### src/rtl/inst_fetch_ctrl.sv
// inst_fetch_ctrl: PC sequencer feeding fetched words into an in-order queue drained by decode.
module inst_fetch_ctrl #(
    parameter int ADDR_W    = 16,
    parameter int DATA_W    = 32,
    parameter int MEM_WORDS = 256,
    parameter int QDEPTH    = 2
) (
    input  logic              clk,
    input  logic              reset,
    input  logic              start,
    input  logic [ADDR_W-1:0] start_addr,
    input  logic              stop,
    input  logic              redirect,
    input  logic [ADDR_W-1:0] redirect_addr,
    output logic [ADDR_W-1:0] inst_address,
    input  logic [DATA_W-1:0] read_data,
    output logic              inst_valid,
    output logic [DATA_W-1:0] inst_data,
    output logic [ADDR_W-1:0] inst_pc,
    input  logic              inst_ready,
    output logic              busy,
    output logic [15:0]       fetch_count
);
    localparam int QW = $clog2(QDEPTH);
    localparam logic [ADDR_W-1:0] MASK = ADDR_W'(MEM_WORDS - 1);

    typedef enum logic {IDLE, RUN} state_t;

    state_t            state;
    logic [ADDR_W-1:0] pc;
    logic [DATA_W-1:0] q_data [QDEPTH];
    logic [ADDR_W-1:0] q_pc [QDEPTH];
    logic [QW-1:0]     rd_ptr, wr_ptr;
    logic [QW:0]       count;
    logic              empty, full, pop, push;

    assign empty        = count == '0;
    assign full         = count == (QW+1)'(QDEPTH);
    assign pop          = !empty && inst_ready;
    // a full queue can still take a word when the head leaves on the same edge
    assign push         = state == RUN && !redirect && !stop && (!full || pop);
    assign inst_address = pc;
    assign inst_valid   = !empty;
    assign inst_data    = empty ? '0 : q_data[rd_ptr];
    assign inst_pc      = empty ? '0 : q_pc[rd_ptr];
    assign busy         = state == RUN || !empty;

    always_ff @(posedge clk) begin
        if (reset) begin
            state       <= IDLE;
            pc          <= '0;
            rd_ptr      <= '0;
            wr_ptr      <= '0;
            count       <= '0;
            fetch_count <= '0;
        end else if (redirect) begin
            pc     <= redirect_addr & MASK;
            rd_ptr <= '0;
            wr_ptr <= '0;
            count  <= '0;
            if (stop)
                state <= IDLE;
        end else begin
            if (stop)
                state <= IDLE;
            else if (start && state == IDLE) begin
                state <= RUN;
                pc    <= start_addr & MASK;
            end
            if (push) begin
                q_data[wr_ptr] <= read_data;
                q_pc[wr_ptr]   <= pc;
                wr_ptr         <= wr_ptr + QW'(1);
                pc             <= (pc + ADDR_W'(1)) & MASK;
                fetch_count    <= fetch_count + 16'd1;
            end
            if (pop)
                rd_ptr <= rd_ptr + QW'(1);
            count <= count + (QW+1)'(push) - (QW+1)'(pop);
        end
    end
endmodule
### config.mk
export PLATFORM = sky130hd
export DESIGN_NAME = inst_fetch_ctrl
export DESIGN_NICKNAME = d
export VERILOG_FILES = /design/src/rtl/inst_fetch_ctrl.sv
export SDC_FILE = /design/constraint.sdc
export NUM_CORES = 1
export LEC_CHECK = 0
export CORE_MARGIN = 5
export CORE_UTILIZATION = 43
export CTS_BUF_LIST = sky130_fd_sc_hd__clkbuf_4 sky130_fd_sc_hd__clkbuf_8
export DETAILED_ROUTE_END_ITERATION = 10
export PLACE_DENSITY = 0.79
export SYNTH_ARGS = -nofsm -noshare
export SYNTH_HDL_FRONTEND = slang
export SYNTH_SLANG_ARGS = --single-unit
### constraint.sdc
create_clock -name clk -period 4.1 [get_ports clk]
set_clock_uncertainty 0.1 [all_clocks]
set_input_delay 0.82 -clock clk [delete_from_list [all_inputs] [get_ports clk]]
set_output_delay 0.82 -clock clk [all_outputs]
set_load 0.01 [all_outputs]
==> Word-level counts from Yosys, hierarchy flattened <==
Memory sizes are Yosys's and may differ from the RTL's. A register that Yosys moved wholly into a read port is not among the register bits.
Cells that the tools add are included.
{ "classes": {"addsub": 6, "mul": 0, "n_div": 0, "n_lt_le_gt_ge": 0, "n_eq_ne": 3, "shift": 0, "muxes": 18, "bitwise_logic": 2, "reduce_logical": 18} }
{ "op_table": {"columns": ["op", "count"], "rows": [
  ["two-way mux 32 bit", 1],
  ["two-way mux 8 bit", 4],
  ["adder 16 x 1 -> 16 bit, second input constant", 1],
  ["two-way mux 16 bit", 1],
  ["two-way mux 1 bit", 12],
  ["adder 8 x 1 -> 8 bit, second input constant", 1],
  ["AND reduction 2 bit", 3],
  ["logical AND 1 bit", 5],
  ["logical NOT 1 bit", 4],
  ["inequality test 3 x 1 -> 1 bit, second input constant", 1],
  ["nonzero test 3 bit", 1],
  ["adder 1 bit, second input constant", 2],
  ["adder 2 x 1 -> 2 bit", 1],
  ["== test 2 bit, second input constant", 1],
  ["logical NOT 2 bit", 1],
  ["logical OR 1 bit", 2],
  ["inequality test 2 bit, second input constant", 1],
  ["NOT 1 bit", 2],
  ["nonzero test 2 bit", 1],
  ["OR reduction 2 bit", 1],
  ["subtractor 2 x 1 -> 2 bit", 1]
]} }
{ "totals": {"ff_bits": 29, "latchBits": 0, "ramBits": 80, "mem_bits_ro": 0, "input_bits": 70, "out_inout_bits": 82, "word_cells": 55, "n_memories": 2} }
{ "mem_list": {"columns": ["name", "words", "word_bits", "read_ports", "rd_clocked_by_memory_dff", "wr", "line_no", "source"], "rows": [
  ["q_data", 2, 32, 1, 1, 1, "31", "logic [DATA_W-1:0] q_data [QDEPTH];"],
  ["q_pc", 2, 8, 1, 1, 1, "32", "logic [ADDR_W-1:0] q_pc [QDEPTH];"]
]} }

==> Depth between registers and ports, before layout <==
{ "logic_depth": {"depth_word": 9, "mapped_depth": 9, "mapped_depth_nobuf": 7} }

==> Worst setup path after synthesis <==
OpenSTA, ideal clock, no wires.
{ "synth_timing": {"path_kind": "input port to flip-flop", "from": "input stop", "to": "memory q_data[0][0] (enable)", "setup_time_ns": 0.437, "t_arrival_ns": 3.464, "t_required_ns": 3.563, "slack_ns": 0.099, "path_stages": 6, "n_path_buf": 2, "cell_sequence": "buf_2 -> nor3b_4 -> and2_1 -> buf_2 -> nand2_1 -> nor2_1"} }
{ "synth_via": {"elab_chain_len": 7} }
{ "synth_lines": {"columns": ["item", "line_no", "source"], "rows": [
  ["start, declared", "12", "input logic stop,"],
  ["logical NOT 1 bit", "41", "assign push = state == RUN && !redirect && !stop && (!full || pop);"],
  ["logical AND 1 bit (2 in series)", "41", null],
  ["two-way mux 1 bit", "70", "if (push) begin"],
  ["two-way mux 1 bit", "56", "end else if (redirect) begin"],
  ["two-way mux 1 bit", "49", "if (reset) begin"],
  ["two-way mux 1 bit (implied by the code)", "71", "q_data[wr_ptr] <= read_data;"],
  ["end, declared", "31", null]
]} }
Every way passes these cells.

==> Final worst setup path <==
{ "layout_timing": {"from": "register count[1]", "to": "output inst_data[26]"} }
{ "layout_via": {"elab_chain_len": 2} }
{ "layout_lines": {"columns": ["item", "line_no", "source"], "rows": [
  ["start, declared", "34", "logic [QW:0] count;"],
  ["start signal, assigned", "79", "count <= count + (QW+1)'(push) - (QW+1)'(pop);"],
  ["logical NOT 2 bit", "37", "assign empty = count == '0;"],
  ["two-way mux 32 bit", "44", "assign inst_data = empty ? '0 : q_data[rd_ptr];"],
  ["end, declared", "18", "output logic [DATA_W-1:0] inst_data,"]
]} }
Every way passes these cells.

==> results_tabular.tex <==
\begin{tabular}{lr}
\hline
Metric & Value \\
\hline
\multicolumn{2}{l}{\textbf{Critical path}} \\
Max stage delay cell, worst path & sky130\_fd\_sc\_hd\_\_nor2\_4 \\
CP peak stage delay & 0.76 ns \\
WP data arrival & 2.20 ns \\
Biggest fanout along the worst timing path & 41 \\
Crit-path cells & nor2\_4 > nor2\_1 > clkdlybuf4s50\_1 \\
Kind of end point of the critical path & output port \\
Critical path start-end classification & reg -> out \\
Data required time at the worst endpoint & 3.18 ns \\
Startpoint Class & flip-flop \\
\multicolumn{2}{l}{\textbf{GRT}} \\
Global-route wire length before repair & 16.8 mm \\
Total congestion overflow & 0 \\
Initial antenna violation count & 0 \\
Pin count of the biggest net entering global routing & 42 \\
Vias in the first global route & 3398 \\
GRT Overall Usage & 16.0\% \\
\multicolumn{2}{l}{\textbf{Floorplan}} \\
Starting Density & 43.7\% \\
Number of top-level design ports & 152 \\
DIE WIDTH & 115 microns \\
Full die area & 13200 sq um \\
Area of the core & 10800 sq um \\
Die extent in y & 115 microns \\
Row Count & 38 \\
\multicolumn{2}{l}{\textbf{Drt}} \\
Count of TritonRoute iterations in the first routing pass & 5 \\
\# DRC & 0 \\
Total detailed-routing wirelength & $\sim$11 mm \\
Number of DRC markers in iteration 0 & 210 \\
Wirelength per Cell & 16.7 microns \\
Via count of the routed design & around 3.3k \\
Routed vias/inst & 5.15 \\
Antenna-violating nets left & 0 \\
\multicolumn{2}{l}{\textbf{Synth}} \\
Commonest cells post-synth & sky130\_fd\_sc\_hd\_\_edfxtp\_1 (80), sky130\_fd\_sc\_hd\_\_nor2\_1 (57), sky130\_fd\_sc\_hd\_\_mux2i\_1 (40) \\
Simple-gate area share of the yosys netlist & around 14\% \\
Yosys warns & 0 \\
Ys flop type & sky130\_fd\_sc\_hd\_\_edfxtp\_1 \\
Number of enable-type register cells in the synthesized netlist & 80 \\
Combined area of all synthesized cells & 4740 sq um \\
Mux cell area share after synthesis & 8.92\% \\
Largest area contributor in the netlist & sky130\_fd\_sc\_hd\_\_edfxtp\_1 \\
Top post-synthesis cells by area & sky130\_fd\_sc\_hd\_\_edfxtp\_1 (51\%), sky130\_fd\_sc\_hd\_\_dfxtp\_1 (13\%), sky130\_fd\_sc\_hd\_\_mux2i\_1 (8.4\%) \\
Most frequently used cell type in the post-synthesis netlist & sky130\_fd\_sc\_hd\_\_edfxtp\_1 \\
Share of Yosys cell area claimed by the top area cell type & 50.7\% \\
Post-synthesis compound-gate area fraction & 6.25\% \\
Distinct cell type count after synthesis & 54 \\
Average cell area after synthesis & 12.6 sq um \\
Adder-cell share of the synthesized area & less than 1\% \\
Sequential cell area fraction in the yosys report & between 60\% and 70\% \\
Instance count of the mapped netlist & 377 \\
Async S/R FF share, synth & 0\% \\
Synthesized-area fraction occupied by xor and xnor cells & 2.22\% \\
Number of register bits inferred by synthesis & 110 \\
Combinational family with the most area after synthesis & simple AND/OR/NAND/NOR gates \\
\multicolumn{2}{l}{\textbf{Layout}} \\
Area overhead of the layout relative to synthesis & 31.1\% \\
\# nets final & 568 \\
Fraction of final layout cells with drive strength greater than 1 & 6.80\% \\
Area of the multi-input gates & 1580 sq um \\
Area taken by flip-flops and latches & 3000 sq um \\
Number of diodes & 0 \\
Fillers & between 900 and 1k \\
\multicolumn{2}{l}{\textbf{Min path}} \\
Worst min-delay path category & reg -> reg \\
\multicolumn{2}{l}{\textbf{Clock network}} \\
Clock tree from TritonCTS & built \\
Clock sinks & 110 \\
Number of buffers added for setup after CTS & 0 \\
Clock Pin Slew Worst Setup and Hold Paths & 0.10 ns \\
Buffer type at the clock tree root & sky130\_fd\_sc\_hd\_\_clkbuf\_8 \\
Clk buf depth & 2 \\
Worst-Skew Late Latency & 0.36 ns \\
Clock buffers created by TritonCTS & 9 \\
Number of gates resized after cts & 0 \\
Deepest level of the CTS H-tree & 3 \\
\# hold bufs at CTS & 0 \\
\multicolumn{2}{l}{\textbf{STA}} \\
Normalized max-slew margin & 36.9\% \\
Setup Viol. Count Final & 0 \\
Worst Hold Margin & 0.424 ns \\
Setup TNS after final layout & 0 ns \\
Final cycle utilization of the critical path & about three quarters \\
Max Transition Viols Final & 0 \\
Final count of hold timing violations & 0 \\
Post-layout minimum cycle time & 3.12 ns \\
Achievable clock frequency & 320 MHz \\
Slew at the pin closest to its max-slew limit & 0.944 ns \\
Setup repair after global routing missed its margin & false \\
\multicolumn{2}{l}{\textbf{Placed design}} \\
Final weighted congestion in routability-driven placement & 0.861 \\
Buffers on Ports & roughly 120 \\
DP Wirelength & 7.31 mm \\
\multicolumn{2}{l}{\textbf{Power and ir drop}} \\
PD cells & 312 nW/um\^{}2 \\
Maximum resistive drop on vdd & around 0.15 mV \\
Leak & 0.00202 uW \\
Overall power & 1940 uW \\
\multicolumn{2}{l}{\textbf{Run}} \\
Count of maximum capacitance violations & 0 \\
\multicolumn{2}{l}{\textbf{Outcome}} \\
Run status & finished, final reports clean \\
\hline
\end{tabular}
## stage by stage
stage,cell area (sq um),utilization (%),setup slack (ns),cells
floorplan,4800,-,0.0989,392
global placement,6050,55.8,0.959,624
detailed placement,6050,55.8,0.929,624
CTS,6220,57.4,0.923,640
global route,6220,57.4,0.774,640
finish,6220,57.4,0.978,640
## cell families after synthesis
group,Yosys count
multiplexers,42
other,1
XOR/XNOR,12
flip-flops,110
buffers and inverters,40
AO/OA/AOI/OAI,45
AND/OR/NAND/NOR,124
adder cells (fa/ha/maj),3
## state kept, by name (all words and copies together) (netlist names), named ones only
| name | cells |
|---|---|
| wr_ptr | 1 |
| inst_address | 8 |
| rd_ptr | 1 |
| q_pc | 16 |
| state | 1 |
| q_data | 64 |
| fetch_count | 16 |
| count | 2 |
## routing by layer
metal	track usage (%)	routed length [microns]
met5	0	0
met3	5.05	931
met1	19.8	4660
met4	5.71	85
met2	26.5	5040
## worst max-delay path: cells and delay by family, from the launching register on
family	cells	cell delay, ns
buf+inv	1	0.53
flops	1	0.39
simple gates	2	0.91
## final cells by class
cell class / instances / share of cell area [%]
inverters: 7 / 0.423
well taps: 140 / 2.82
clock buffers: 9 / 1.99
flip-flops and latches: 110 / 48.3
multi-input cells: 242 / 25.4
repair buffers: 125 / 20.3
clock inverters: 7 / 0.765
## worst paths after layout
check                                     from                            to  slack, ns  cells after the start
setup / recovery           count[1]$_SDFF_PP0_                 inst_data[26]       0.98                      3
hold / removal    fetch_count[13]$_SDFFE_PP0P_  fetch_count[13]$_SDFFE_PP0P_       0.42                      2
setup reg to reg           count[1]$_SDFF_PP0_           count[1]$_SDFF_PP0_       1.77                      7
hold reg to reg   fetch_count[13]$_SDFFE_PP0P_  fetch_count[13]$_SDFFE_PP0P_       0.42                      2
## cell usage in the layout, fill, tap and decap left out, drive strengths merged, types with 3 or more instances in the layout
cell type	count
a21oi	14
and3	4
buf	6
clkbuf	9
clkdlybuf4s50	119
clkinv	4
conb	16
dfxtp	30
edfxtp	80
ha	3
inv	9
mux2i	40
nand2	13
nand3	10
nand4	8
nor2	57
nor3	7
o211ai	5
o21ai	7
o31ai	5
or3	8
or4	4
xnor2	5
xor2	7
## where the power goes
group	leakage (uW)	switching (uW)	internal (uW)	total (uW)
Combinational	0.000962	57.2	76.5	134
Sequential	0.000972	13.8	1200	1210
Clock	0.0000878	369	224	593
Total	0.00202	440	1500	1940
(Power assumes the default switching activity.)
